===== config.mk =====
export PLATFORM = sky130hd
export DESIGN_NAME = sha256_host_ctrl_flat
export DESIGN_NICKNAME = d
export VERILOG_FILES = /design/src/rtl/sha256_host_ctrl_pkg.sv /design/src/rtl/sha256_host_ctrl_if.sv /design/src/rtl/sha256_host_ctrl_msg_buf16.sv /design/src/rtl/sha256_host_ctrl.sv /design/src/flat_wrapper.sv
export SDC_FILE = /design/constraint.sdc
export NUM_CORES = 1
export LEC_CHECK = 0
export CORE_ASPECT_RATIO = 0.9
export CORE_MARGIN = 2
export CORE_UTILIZATION = 35
export DETAILED_ROUTE_END_ITERATION = 10
export RECOVER_POWER = 50
export SLEW_MARGIN = 20
export SYNTH_ARGS = -nofsm -noshare
export SYNTH_HDL_FRONTEND = slang
export SYNTH_SLANG_ARGS = --single-unit

===== constraint.sdc =====
create_clock -name clk -period 24.3 [get_ports clk]
set_input_delay 4.86 -clock clk [delete_from_list [all_inputs] [get_ports clk]]
set_output_delay 4.86 -clock clk [all_outputs]
set_load 0.05 [all_outputs]

===== src/rtl/sha256_host_ctrl_pkg.sv =====
// Shared types and sizing for the SHA-256 host controller.
package sha256_host_ctrl_pkg;

  typedef enum logic [2:0] {
    S_IDLE, S_FILL, S_SOC, S_LOAD, S_WAIT, S_READ, S_DONE, S_ERR
  } state_t;

  localparam int BLK_WORDS      = 16;   // 32-bit words per message block
  localparam int DIG_WORDS      = 8;    // 32-bit words per digest
  localparam int WAIT_LIMIT_DEF = 127;  // default cycles allowed without core_eoc

endpackage


===== src/rtl/sha256_host_ctrl_if.sv =====
// Message-upstream and core-side bus signals of the host controller.
// master = controller side, slave = message source / core side.
interface sha256_host_ctrl_if;
  logic        msg_valid;
  logic [31:0] msg_data;
  logic        msg_ready;
  logic        core_soc;
  logic        core_rd;
  logic        core_eoc;
  logic [31:0] bus_out;
  logic        bus_oe;
  logic [31:0] bus_in;

  modport master (
    input  msg_valid, msg_data, core_eoc, bus_in,
    output msg_ready, core_soc, core_rd, bus_out, bus_oe
  );

  modport slave (
    output msg_valid, msg_data, core_eoc, bus_in,
    input  msg_ready, core_soc, core_rd, bus_out, bus_oe
  );
endinterface


===== src/rtl/sha256_host_ctrl_msg_buf16.sv =====
// 16x32 message block buffer: one synchronous write port, one async read index.
module msg_buf16
  import sha256_host_ctrl_pkg::*;
(
  input  logic        clk,
  input  logic        wr_en,
  input  logic [3:0]  wr_idx,
  input  logic [31:0] wr_data,
  input  logic [3:0]  rd_idx,
  output logic [31:0] rd_data
);

  logic [31:0] mem [BLK_WORDS];

  // Contents need no reset: every block is fully rewritten before it is read.
  always_ff @(posedge clk) begin
    if (wr_en) mem[wr_idx] <= wr_data;
  end

  assign rd_data = mem[rd_idx];

endmodule


===== src/rtl/sha256_host_ctrl.sv =====
// Host-side sequencer for a SHA-256 core: buffers one 16-word block, loads it
// onto the core bus, waits for end-of-conversion and reads back the digest.
module sha256_host_ctrl
  import sha256_host_ctrl_pkg::*;
#(
  parameter int WAIT_LIMIT = WAIT_LIMIT_DEF
) (
  input  logic               clk,
  input  logic               rst,
  input  logic               start,
  sha256_host_ctrl_if.master host,
  output logic [255:0]       digest,
  output logic               digest_valid,
  output logic               busy,
  output logic               err
);

  localparam logic [3:0] IDX_LAST  = 4'(BLK_WORDS - 1);
  localparam logic [2:0] HIDX_LAST = 3'(DIG_WORDS - 1);
  localparam logic [7:0] WAIT_LAST = 8'(WAIT_LIMIT - 1);

  state_t      state, nstate;
  logic [3:0]  idx;    // message word index (FILL write, LOAD read)
  logic [2:0]  hidx;   // digest word index
  logic [7:0]  wcnt;   // cycles without core_eoc
  logic [31:0] rd_word;
  logic        buf_we;

  assign buf_we = (state == S_FILL) && host.msg_valid;

  msg_buf16 u_buf (
    .clk     (clk),
    .wr_en   (buf_we),
    .wr_idx  (idx),
    .wr_data (host.msg_data),
    .rd_idx  (idx),
    .rd_data (rd_word)
  );

  assign busy         = (state != S_IDLE);
  assign host.bus_out = host.bus_oe ? rd_word : '0;

  // State register; reset lands in IDLE without waiting for a clock.
  always_ff @(posedge clk or posedge rst) begin
    if (rst) state <= S_IDLE;
    else     state <= nstate;
  end

  // Next-state and Moore outputs decoded from the current state.
  always_comb begin
    nstate         = state;
    host.msg_ready = 1'b0;
    host.core_soc  = 1'b0;
    host.core_rd   = 1'b0;
    host.bus_oe    = 1'b0;
    digest_valid   = 1'b0;
    case (state)
      S_IDLE: if (start) nstate = S_FILL;
      S_FILL: begin
        host.msg_ready = 1'b1;
        if (host.msg_valid && idx == IDX_LAST) nstate = S_SOC;
      end
      S_SOC: begin
        host.core_soc = 1'b1;
        nstate        = S_LOAD;
      end
      S_LOAD: begin
        host.bus_oe = 1'b1;
        if (idx == IDX_LAST) nstate = S_WAIT;
      end
      S_WAIT: begin
        if (host.core_eoc)           nstate = S_READ;
        else if (wcnt == WAIT_LAST)  nstate = S_ERR;
      end
      S_READ: begin
        host.core_rd = 1'b1;
        if (host.core_eoc) begin
          if (hidx == HIDX_LAST) nstate = S_DONE;
        end else if (wcnt == WAIT_LAST) begin
          nstate = S_ERR;
        end
      end
      S_DONE: begin
        digest_valid = 1'b1;
        nstate       = S_IDLE;
      end
      S_ERR:   nstate = S_IDLE;
      default: nstate = S_IDLE;
    endcase
  end

  // Indices, timeout counter, digest capture and the sticky error flag.
  // The timeout counter restarts on every captured word, so in READ it
  // bounds the length of a single core_eoc gap.
  always_ff @(posedge clk or posedge rst) begin
    if (rst) begin
      idx    <= '0;
      hidx   <= '0;
      wcnt   <= '0;
      digest <= '0;
      err    <= 1'b0;
    end else begin
      case (state)
        S_IDLE: if (start) begin
          idx <= '0;
          err <= 1'b0;
        end
        S_FILL: if (host.msg_valid) idx <= idx + 4'd1;
        S_SOC: begin
          idx  <= '0;
          hidx <= '0;
        end
        S_LOAD: begin
          idx  <= idx + 4'd1;
          wcnt <= '0;
        end
        S_WAIT: begin
          if (host.core_eoc) begin
            wcnt <= '0;
            hidx <= '0;
          end else if (wcnt == WAIT_LAST) begin
            err  <= 1'b1;
          end else begin
            wcnt <= wcnt + 8'd1;
          end
        end
        S_READ: begin
          if (host.core_eoc) begin
            digest[{~hidx, 5'd0} +: 32] <= host.bus_in;
            hidx <= hidx + 3'd1;
            wcnt <= '0;
          end else if (wcnt == WAIT_LAST) begin
            err  <= 1'b1;
          end else begin
            wcnt <= wcnt + 8'd1;
          end
        end
        default: ;
      endcase
    end
  end

endmodule


===== src/flat_wrapper.sv =====
// flat-port wrapper written by rule: the top's interface ports become plain ports
module sha256_host_ctrl_flat import sha256_host_ctrl_pkg::*;
#(
  parameter int WAIT_LIMIT = WAIT_LIMIT_DEF
)
  (clk, rst, start, digest, digest_valid, busy, err, host_msg_valid, host_msg_data, host_core_eoc, host_bus_in, host_msg_ready, host_core_soc, host_core_rd, host_bus_out, host_bus_oe);
  sha256_host_ctrl_if host_i ();
  input  logic clk;
  input  logic rst;
  input  logic start;
  output logic [255:0] digest;
  output logic digest_valid;
  output logic busy;
  output logic err;
  input wire logic [$bits(host_i.msg_valid)-1:0] host_msg_valid;
  input wire logic [$bits(host_i.msg_data)-1:0] host_msg_data;
  input wire logic [$bits(host_i.core_eoc)-1:0] host_core_eoc;
  input wire logic [$bits(host_i.bus_in)-1:0] host_bus_in;
  output wire logic [$bits(host_i.msg_ready)-1:0] host_msg_ready;
  output wire logic [$bits(host_i.core_soc)-1:0] host_core_soc;
  output wire logic [$bits(host_i.core_rd)-1:0] host_core_rd;
  output wire logic [$bits(host_i.bus_out)-1:0] host_bus_out;
  output wire logic [$bits(host_i.bus_oe)-1:0] host_bus_oe;
  assign host_i.msg_valid = host_msg_valid;
  assign host_i.msg_data = host_msg_data;
  assign host_i.core_eoc = host_core_eoc;
  assign host_i.bus_in = host_bus_in;
  assign host_msg_ready = host_i.msg_ready;
  assign host_core_soc = host_i.core_soc;
  assign host_core_rd = host_i.core_rd;
  assign host_bus_out = host_i.bus_out;
  assign host_bus_oe = host_i.bus_oe;
  sha256_host_ctrl #(.WAIT_LIMIT(WAIT_LIMIT)) u_core (.clk(clk), .rst(rst), .start(start), .host(host_i), .digest(digest), .digest_valid(digest_valid), .busy(busy), .err(err));
endmodule

==> key figures, run 1 <==
Status
  – Run status: finished, violations left
  – Violations in the final reports: capacitance limit, slew limit

Yosys
  – Cell taking the most area after synthesis: edfxtp_1
  – FFs w/ async S/R, synth: 34.9%
  – Flops & latches, synth: 787
  – Net count of the mapped netlist: 1686
  – Syn avg cell area: 18.7 µm²
  – Count of distinct cell types in the synthesized netlist: 41
  – Number of enable flip-flop cells after synthesis: 512
  – Cell types occupying the most area after synthesis: edfxtp_1 (51%), dfrtp_1 (23%), mux4_2 (9.4%), mux2_2 (7.0%), a22oi_1 (1.6%)
  – Total standard cell area after synthesis: 0.0301 mm²
  – Warning count from the yosys run: 0
  – Area share of the leading cell type in the synthesized netlist: 51.1%
  – Register area share after synthesis: 73.9%
  – Primary FF master, synth: edfxtp_1
  – Syn Inst Count: 1609

Min path
  – Hold EP: u_core.digest[90]
  – Classification of the worst-slack hold path: reg2reg
  – Hold Crit Depth: 2
  – Hold Path Origin: u_core.digest[90]

Floorplanning
  – Die outline area: 0.0884 mm²
  – Total I/O pin count: 364
  – Initial Util: 35.1%
  – Vertical extent of the die: 282 µm
  – Site row count: 102
  – Die Wd: 313 µm
  – Core area: 0.0856 mm²

STA
  – Number of endpoints with negative hold slack in the final report: 0
  – Max Clk Rate: 0.0832 GHz
  – Share of the clock period used by the worst path: 49.5%
  – Number of endpoints failing setup at the final stage: 0
  – Worst clock skew: 0.0346 ns
  – Slew of the pin with the lowest slew margin: 6.19 ns
  – RSZ-0062 raised after global routing: false
  – Total negative slack for setup checks: 0 ns
  – Max Slew Vio Count: 542
  – Shortest period the worst path allows: 12.02 ns
  – Relative slew slack: -313%

Drt
  – Count of antenna-violating nets left after detailed routing: 0
  – Routed WL: 79600 µm
  – Drt via density: 5.13
  – Detailed Route Iter0 Violations: 1281
  – Via total after detailed routing: 16506
  – Drt first pass iters: 5
  – Remaining DRCs: 0
  – Detailed-route wire length per cell: 24.7 µm

Critical path
  – Path depth of the worst reg2reg path: 6
  – Worst Path Required: 24.93 ns
  – End of the worst register-to-register path: u_core.digest[239]
  – CP startpoint kind: input port
  – Endpoint arrival time on the critical path: 12.65 ns
  – Worst R2R Start: u_core.hidx[0]
  – Worst setup path class: in2async
  – Peak fanout along the critical path: 143
  – Worst reg-to-reg setup slack: 19.61 ns
  – Kind of capture point of the worst setup path: async pin

Job
  – Max_cap viols: 11

Global routing
  – Pin count of the biggest net entering global routing: 144
  – Vias in the first global route: 16870
  – Grt ovf: 0
  – Antenna violations before repair: 12
  – Tot GR Track Use: 17.9%
  – First-pass GRT wire length: 117000 µm

Clock network
  – Post-cts gate resize count: 0
  – CTS clock-pin slew for the worst setup and hold paths: 0.06 ns
  – Skew-Pair Late Insertion Delay: 0.64 ns
  – Clock tree from TritonCTS: built
  – Clock sink count: 787
  – Number of CTS-inserted buffers: 83
  – Max Buffers Root-to-Sink: 3
  – Hold buffer count at cts: 0
  – Setup repair bufs after CTS: 0
  – Maximum level of the CTS H-tree: 3
  – Cell at the root of the clock tree: clkbuf_16

Power
  – Overall power consumption: 3.67 mW
  – IR Drop Worst-Case VDD: 0.0000647 V
  – Pwr/cell area: 97.1 mW/mm²
  – Reported leakage power: 14.3 nW

Finish
  – Filler cells: 7377
  – Nets@finish: 2083
  – Layout-stage area growth over the synthesis result: 25.7%
  – Sequential cell area: 0.0223 mm²
  – Leading cell types in the layout, fill and taps excluded: edfxtp_1 (512), clkdlybuf4s50_1 (327), dfrtp_1 (274), mux2_2 (186), mux4_2 (126)
  – Commonest non-fill, non-tap cell in the layout: edfxtp_1
  – Multi-input gate area in the final layout: 0.00741 mm²
  – Fraction of final layout cells sized beyond drive strength 1: 23.8%

Place
  – Placed wire-length estimate: 47400 µm
  – IO Port Bufs: 363
  – Last weighted congestion value of the routability-driven placer: 0.810
-- registers in the layout, summed over array words and instances (netlist names) --
register and cells:
u_core.digest 256, u_core.err 1, u_core.hidx 3, u_core.idx 4, u_core.state 3, u_core.u_buf.mem 512, u_core.wcnt 8
-- power by group --
| group | internal (mW) | switching, mW |
|---|---|---|
| Sequential | 1.56 | 0.0634 |
| Clock | 0.697 | 0.535 |
| Combinational | 0.334 | 0.486 |
-- synthesized netlist by cell type (4+ instances only) --
cell type / n
o21ai_0: 55
a21oi_1: 7
edfxtp_1: 512
mux2i_1: 17
buf_1: 6
a22oi_1: 64
mux2_4: 20
a31oi_1: 4
nor3_1: 8
ha_1: 8
nand2_1: 96
mux4_2: 126
nand3_1: 32
dfrtp_1: 275
buf_2: 24
inv_1: 40
or3_1: 7
nor2_1: 30
nand4_1: 4
clkbuf_1: 54
mux2_2: 186
-- how the worst max path moves through the flow --
stage,startpoint,endpoint,cells after the start,slack [ns]
2_1_floorplan,rst,u_core.digest[0],1,11.86
3_3_place_gp,u_core.idx[0],host_bus_out[18],6,14.81
3_5_place_dp,u_core.idx[0],host_bus_out[18],6,14.77
4_1_cts,u_core.idx[0],host_bus_out[18],6,14.04
5_1_grt,rst,u_core.idx[1],3,10.71
6_report,rst,u_core.digest[233],4,12.28
-- cell type report --
| type | instances | area share, % |
|---|---|---|
| inverter | 40 | 0.400 |
| multi-input combinational | 696 | 19.6 |
| antenna | 4 | 0.0265 |
| clock buffer | 108 | 5.98 |
| clock inverter | 42 | 1.06 |
| tap | 1144 | 3.78 |
| sequential | 787 | 58.9 |
| timing repair buffer | 398 | 10.3 |
-- critical path, stage by stage --
cell           delay, ns
dlygate4sd3_1       0.55
clkinvlp_2          3.39
clkbuf_1            2.51
buf_4               1.01
-- cell families after synthesis --
group / synth area share (%)
XOR/XNOR: 0.0291
AND/OR/NAND/NOR: 2.95
AO/OA/AOI/OAI: 3.07
multiplexers: 18.0
buffers and inverters: 1.72
flip-flops: 73.9
adder cells (fa/ha/maj): 0.333
-- per-stage QoR --
step	hold slack [ns]	instances	setup WS, ns	area, µm²	utilization [%]
6_report	0.482	3219	12.28	37800	44.2
5_1_grt	0.512	3218	10.71	37800	44.2
4_1_cts	0.485	3215	14.04	37900	44.3
3_5_place_dp	0.471	3065	14.77	35200	41.2
3_3_place_gp	0.467	3063	14.81	35200	41.1
2_1_floorplan	0.472	1609	11.86	30100	-
-- metal layers --
metal  share of wire [%]  vias to the layer above  GRT usage (%)
met5               0.043                        -              0
met2                  47                      548           29.0
met4                 2.9                        6           5.89
met1                  43                     8735           23.6
met3                 7.1                      130           4.73
li1                    -                     7087              -
Power figures use the tool's default switching activity.
==> run 2, diff against run 1 <==
==> constraint.sdc (replaced) <==
create_clock -name clk -period 11.25 [get_ports clk]
set_input_delay 2.25 -clock clk [delete_from_list [all_inputs] [get_ports clk]]
set_output_delay 2.25 -clock clk [all_outputs]
set_load 0.05 [all_outputs]
==> key figures, run 2 (same netlist as run 1, synthesis figures left out) <==
STA
  – Post-route worst hold slack: 0.479 ns (was 0.482 ns)
  – Worst clock skew: 0.0617 ns (was 0.0346 ns)
  – Slew of the pin with the lowest slew margin: 3.63 ns (was 6.19 ns)
  – Max Slew Vio Count: 508 (was 542)
  – Shortest period the worst path allows: 8.10 ns
  – Max Clk Rate: 0.124 GHz
  – Share of the clock period used by the worst path: 72.0%
  – Number of endpoints with negative hold slack in the final report: 0 (unchanged)
  – RSZ-0062 raised after global routing: false (unchanged)
  – Total negative slack for setup checks: 0 ns (unchanged)
  – Number of endpoints failing setup at the final stage: 0 (unchanged)
  – Relative slew slack: -144% (was -313%)

Clock network
  – Cell at the root of the clock tree: clkbuf_16 (unchanged)
  – Max Buffers Root-to-Sink: 3 (unchanged)
  – Clock tree from TritonCTS: built (unchanged)
  – Hold buffer count at cts: 0 (unchanged)
  – Maximum level of the CTS H-tree: 3 (unchanged)
  – Post-cts gate resize count: 0 (unchanged)
  – Skew-Pair Late Insertion Delay: 0.65 ns (was 0.64 ns)
  – CTS clock-pin slew for the worst setup and hold paths: 0.06 ns (about the same)
  – Number of CTS-inserted buffers: 84 (was 83)
  – Setup repair bufs after CTS: 0 (unchanged)
  – Clock sink count: 787 (unchanged)

Floorplanning
  – Total I/O pin count: 364 (unchanged)
  – Site row count: 102 (unchanged)
  – Core area: 0.0856 mm² (unchanged)
  – Die Wd: 313 µm (unchanged)
  – Vertical extent of the die: 282 µm (unchanged)
  – Initial Util: 35.1% (unchanged)
  – Die outline area: 0.0884 mm² (unchanged)

Critical path
  – WP depth: 6 (was 4)
  – Kind of cell with the highest combined delay on the critical path: buffers and inverters (unchanged)
  – Slowest cell on the critical path: clkbuf_1 (was clkinvlp_2)
  – Path depth of the worst reg2reg path: 6 (unchanged)
  – Launch point of the worst path: u_core.idx[1] (was rst)
  – Worst Path Required: 9.00 ns (was 24.93 ns)
  – End of the worst register-to-register path: u_core.u_buf.mem[15][8] (was u_core.digest[239])
  – Worst R2R Start: u_core.idx[1] (was u_core.hidx[0])
  – CP startpoint kind: flop (was input port)
  – Endpoint arrival time on the critical path: 5.85 ns (was 12.65 ns)
  – Kind of capture point of the worst setup path: output pin (was async pin)
  – Peak fanout along the critical path: 53 (was 143)
  – Cell breakdown of the critical path: buf_16 > clkbuf_1 > mux4_2 > a22oi_1 > nand2_1 > clkdlybuf4s50_1 (was dlygate4sd3_1 > clkinvlp_2 > clkbuf_1 > buf_4)
  – Worst setup path class: reg2out (was in2async)
  – Worst reg-to-reg setup slack: 5.41 ns (was 19.61 ns)
  – Capturing instance or port of the critical path: host_bus_out[4] (was u_core.digest[233])
  – Peak per-stage delay on the critical path: 2.30 ns (was 3.39 ns)
  – Total buffers and inverters traversed by the critical path: 3 (was 4)

Drt
  – Routed WL: 79600 µm (about the same)
  – Detailed Route Iter0 Violations: 1316 (was 1281)
  – Drt first pass iters: 5 (unchanged)
  – Via total after detailed routing: 16594 (was 16506)
  – Detailed-route wire length per cell: 24.7 µm (about the same)
  – Remaining DRCs: 0 (unchanged)
  – Drt via density: 5.15 (was 5.13)
  – Count of antenna-violating nets left after detailed routing: 0 (unchanged)

Job
  – Max_cap viols: 11 (unchanged)

Finish
  – Leading cell types in the layout, fill and taps excluded: edfxtp_1 (512), clkdlybuf4s50_1 (327), dfrtp_1 (273), mux2_2 (186), mux4_2 (126) (was edfxtp_1 (512), clkdlybuf4s50_1 (327), dfrtp_1 (274), mux2_2 (186), mux4_2 (126))
  – Post-route non-filler standard cell count: 3221 (was 3219)
  – Regs by FF count: u_core.u_buf.mem: 512 flops, u_core.digest: 256 flops, u_core.wcnt: 8 flops (unchanged)
  – Largest reg by FF count: u_core.u_buf.mem (unchanged)
  – Layout-stage area growth over the synthesis result: 26.5% (was 25.7%)
  – Commonest non-fill, non-tap cell in the layout: edfxtp_1 (unchanged)
  – Filler cells: 7407 (was 7377)
  – Total non-filler cell area in the finished layout: 0.0381 mm² (was 0.0378 mm²)
  – Nets@finish: 2083 (unchanged)
  – Largest register FFs: 512 (unchanged)
  – Fraction of final layout cells sized beyond drive strength 1: 24.7% (was 23.8%)

Global routing
  – Antenna violations before repair: 12 (unchanged)
  – Grt ovf: 0 (unchanged)
  – Tot GR Track Use: 17.9% (about the same)
  – Vias in the first global route: 16977 (was 16870)
  – First-pass GRT wire length: 117000 µm (unchanged)
  – Pin count of the biggest net entering global routing: 84 (was 144)

Power
  – Reported leakage power: 14.3 nW (about the same)
  – Pwr/cell area: 213 mW/mm² (was 97.1 mW/mm²)
  – IR Drop Worst-Case VDD: 0.000147 V (was 0.0000647 V)
  – Overall power consumption: 8.11 mW (was 3.67 mW)

Min path
  – Classification of the worst-slack hold path: reg2reg (unchanged)
  – Hold Crit Depth: 2 (unchanged)
  – Hold Path Origin: u_core.digest[90] (unchanged)

Place
  – Placed wire-length estimate: 47300 µm (was 47400 µm)
  – Placed Area: 0.0352 mm² (about the same)
  – Last weighted congestion value of the routability-driven placer: 0.824 (was 0.810)
  – Placed cell count: 3064 (was 3065)
  – IO Port Bufs: 363 (unchanged)

Status
  – Violations in the final reports: capacitance limit, slew limit (unchanged)
  – Run status: finished, violations left (unchanged)
## run 2: worst min-delay path by stage
stage	endpoint	slack (ns)
2_1_floorplan	u_core.wcnt[5]	0.47
3_3_place_gp	u_core.digest[119]	0.47
3_5_place_dp	u_core.digest[90]	0.47
4_1_cts	u_core.digest[90]	0.48
5_1_grt	u_core.digest[12]	0.51
6_report	u_core.digest[90]	0.48
## run 2: power breakdown
group / total [mW] / internal [mW] / switching (mW) / leakage [nW]
combinational: 1.77 / 0.735 / 1.03 / 4.68
sequential: 3.52 / 3.36 / 0.162 / 8.30
clock: 2.82 / 1.65 / 1.17 / 1.37
## run 2: metal layers
| layer | global-route usage [%] | up-vias | part of all wire, % |
|---|---|---|---|
| li1 | - | 7070 | - |
| met1 | 23.6 | 8786 | 42 |
| met2 | 28.6 | 590 | 48 |
| met3 | 5.15 | 138 | 7.3 |
| met4 | 5.91 | 10 | 2.9 |
| met5 | 0 | - | 0.087 |
## run 2: cell type report
type	count	area, µm²	area share (%)
well taps	1144	1430	3.76
diodes	3	7.51	0.0197
clock inverters	51	654	1.72
flip-flops and latches	787	22300	58.5
clock buffers	103	2210	5.81
multi-input cells	696	7470	19.6
inverters	40	151	0.398
repair buffers	397	3880	10.2
## run 2: metrics by stage
stage	setup slack, ns	util (%)
after floorplan	1.42	-
after global placement	5.29	41.1
after detailed placement	5.29	41.1
after CTS	4.61	44.5
after global routing	2.44	44.5
final	3.15	44.5
## run 2: worst register-to-register path, cell delays in order (launching register included)
cell and delay, ns:
dfrtp_4 0.74, buf_16 0.33, clkbuf_1 2.36, ha_1 0.66, nand2_1 0.30, nor2_4 0.61
buf_4 0.52
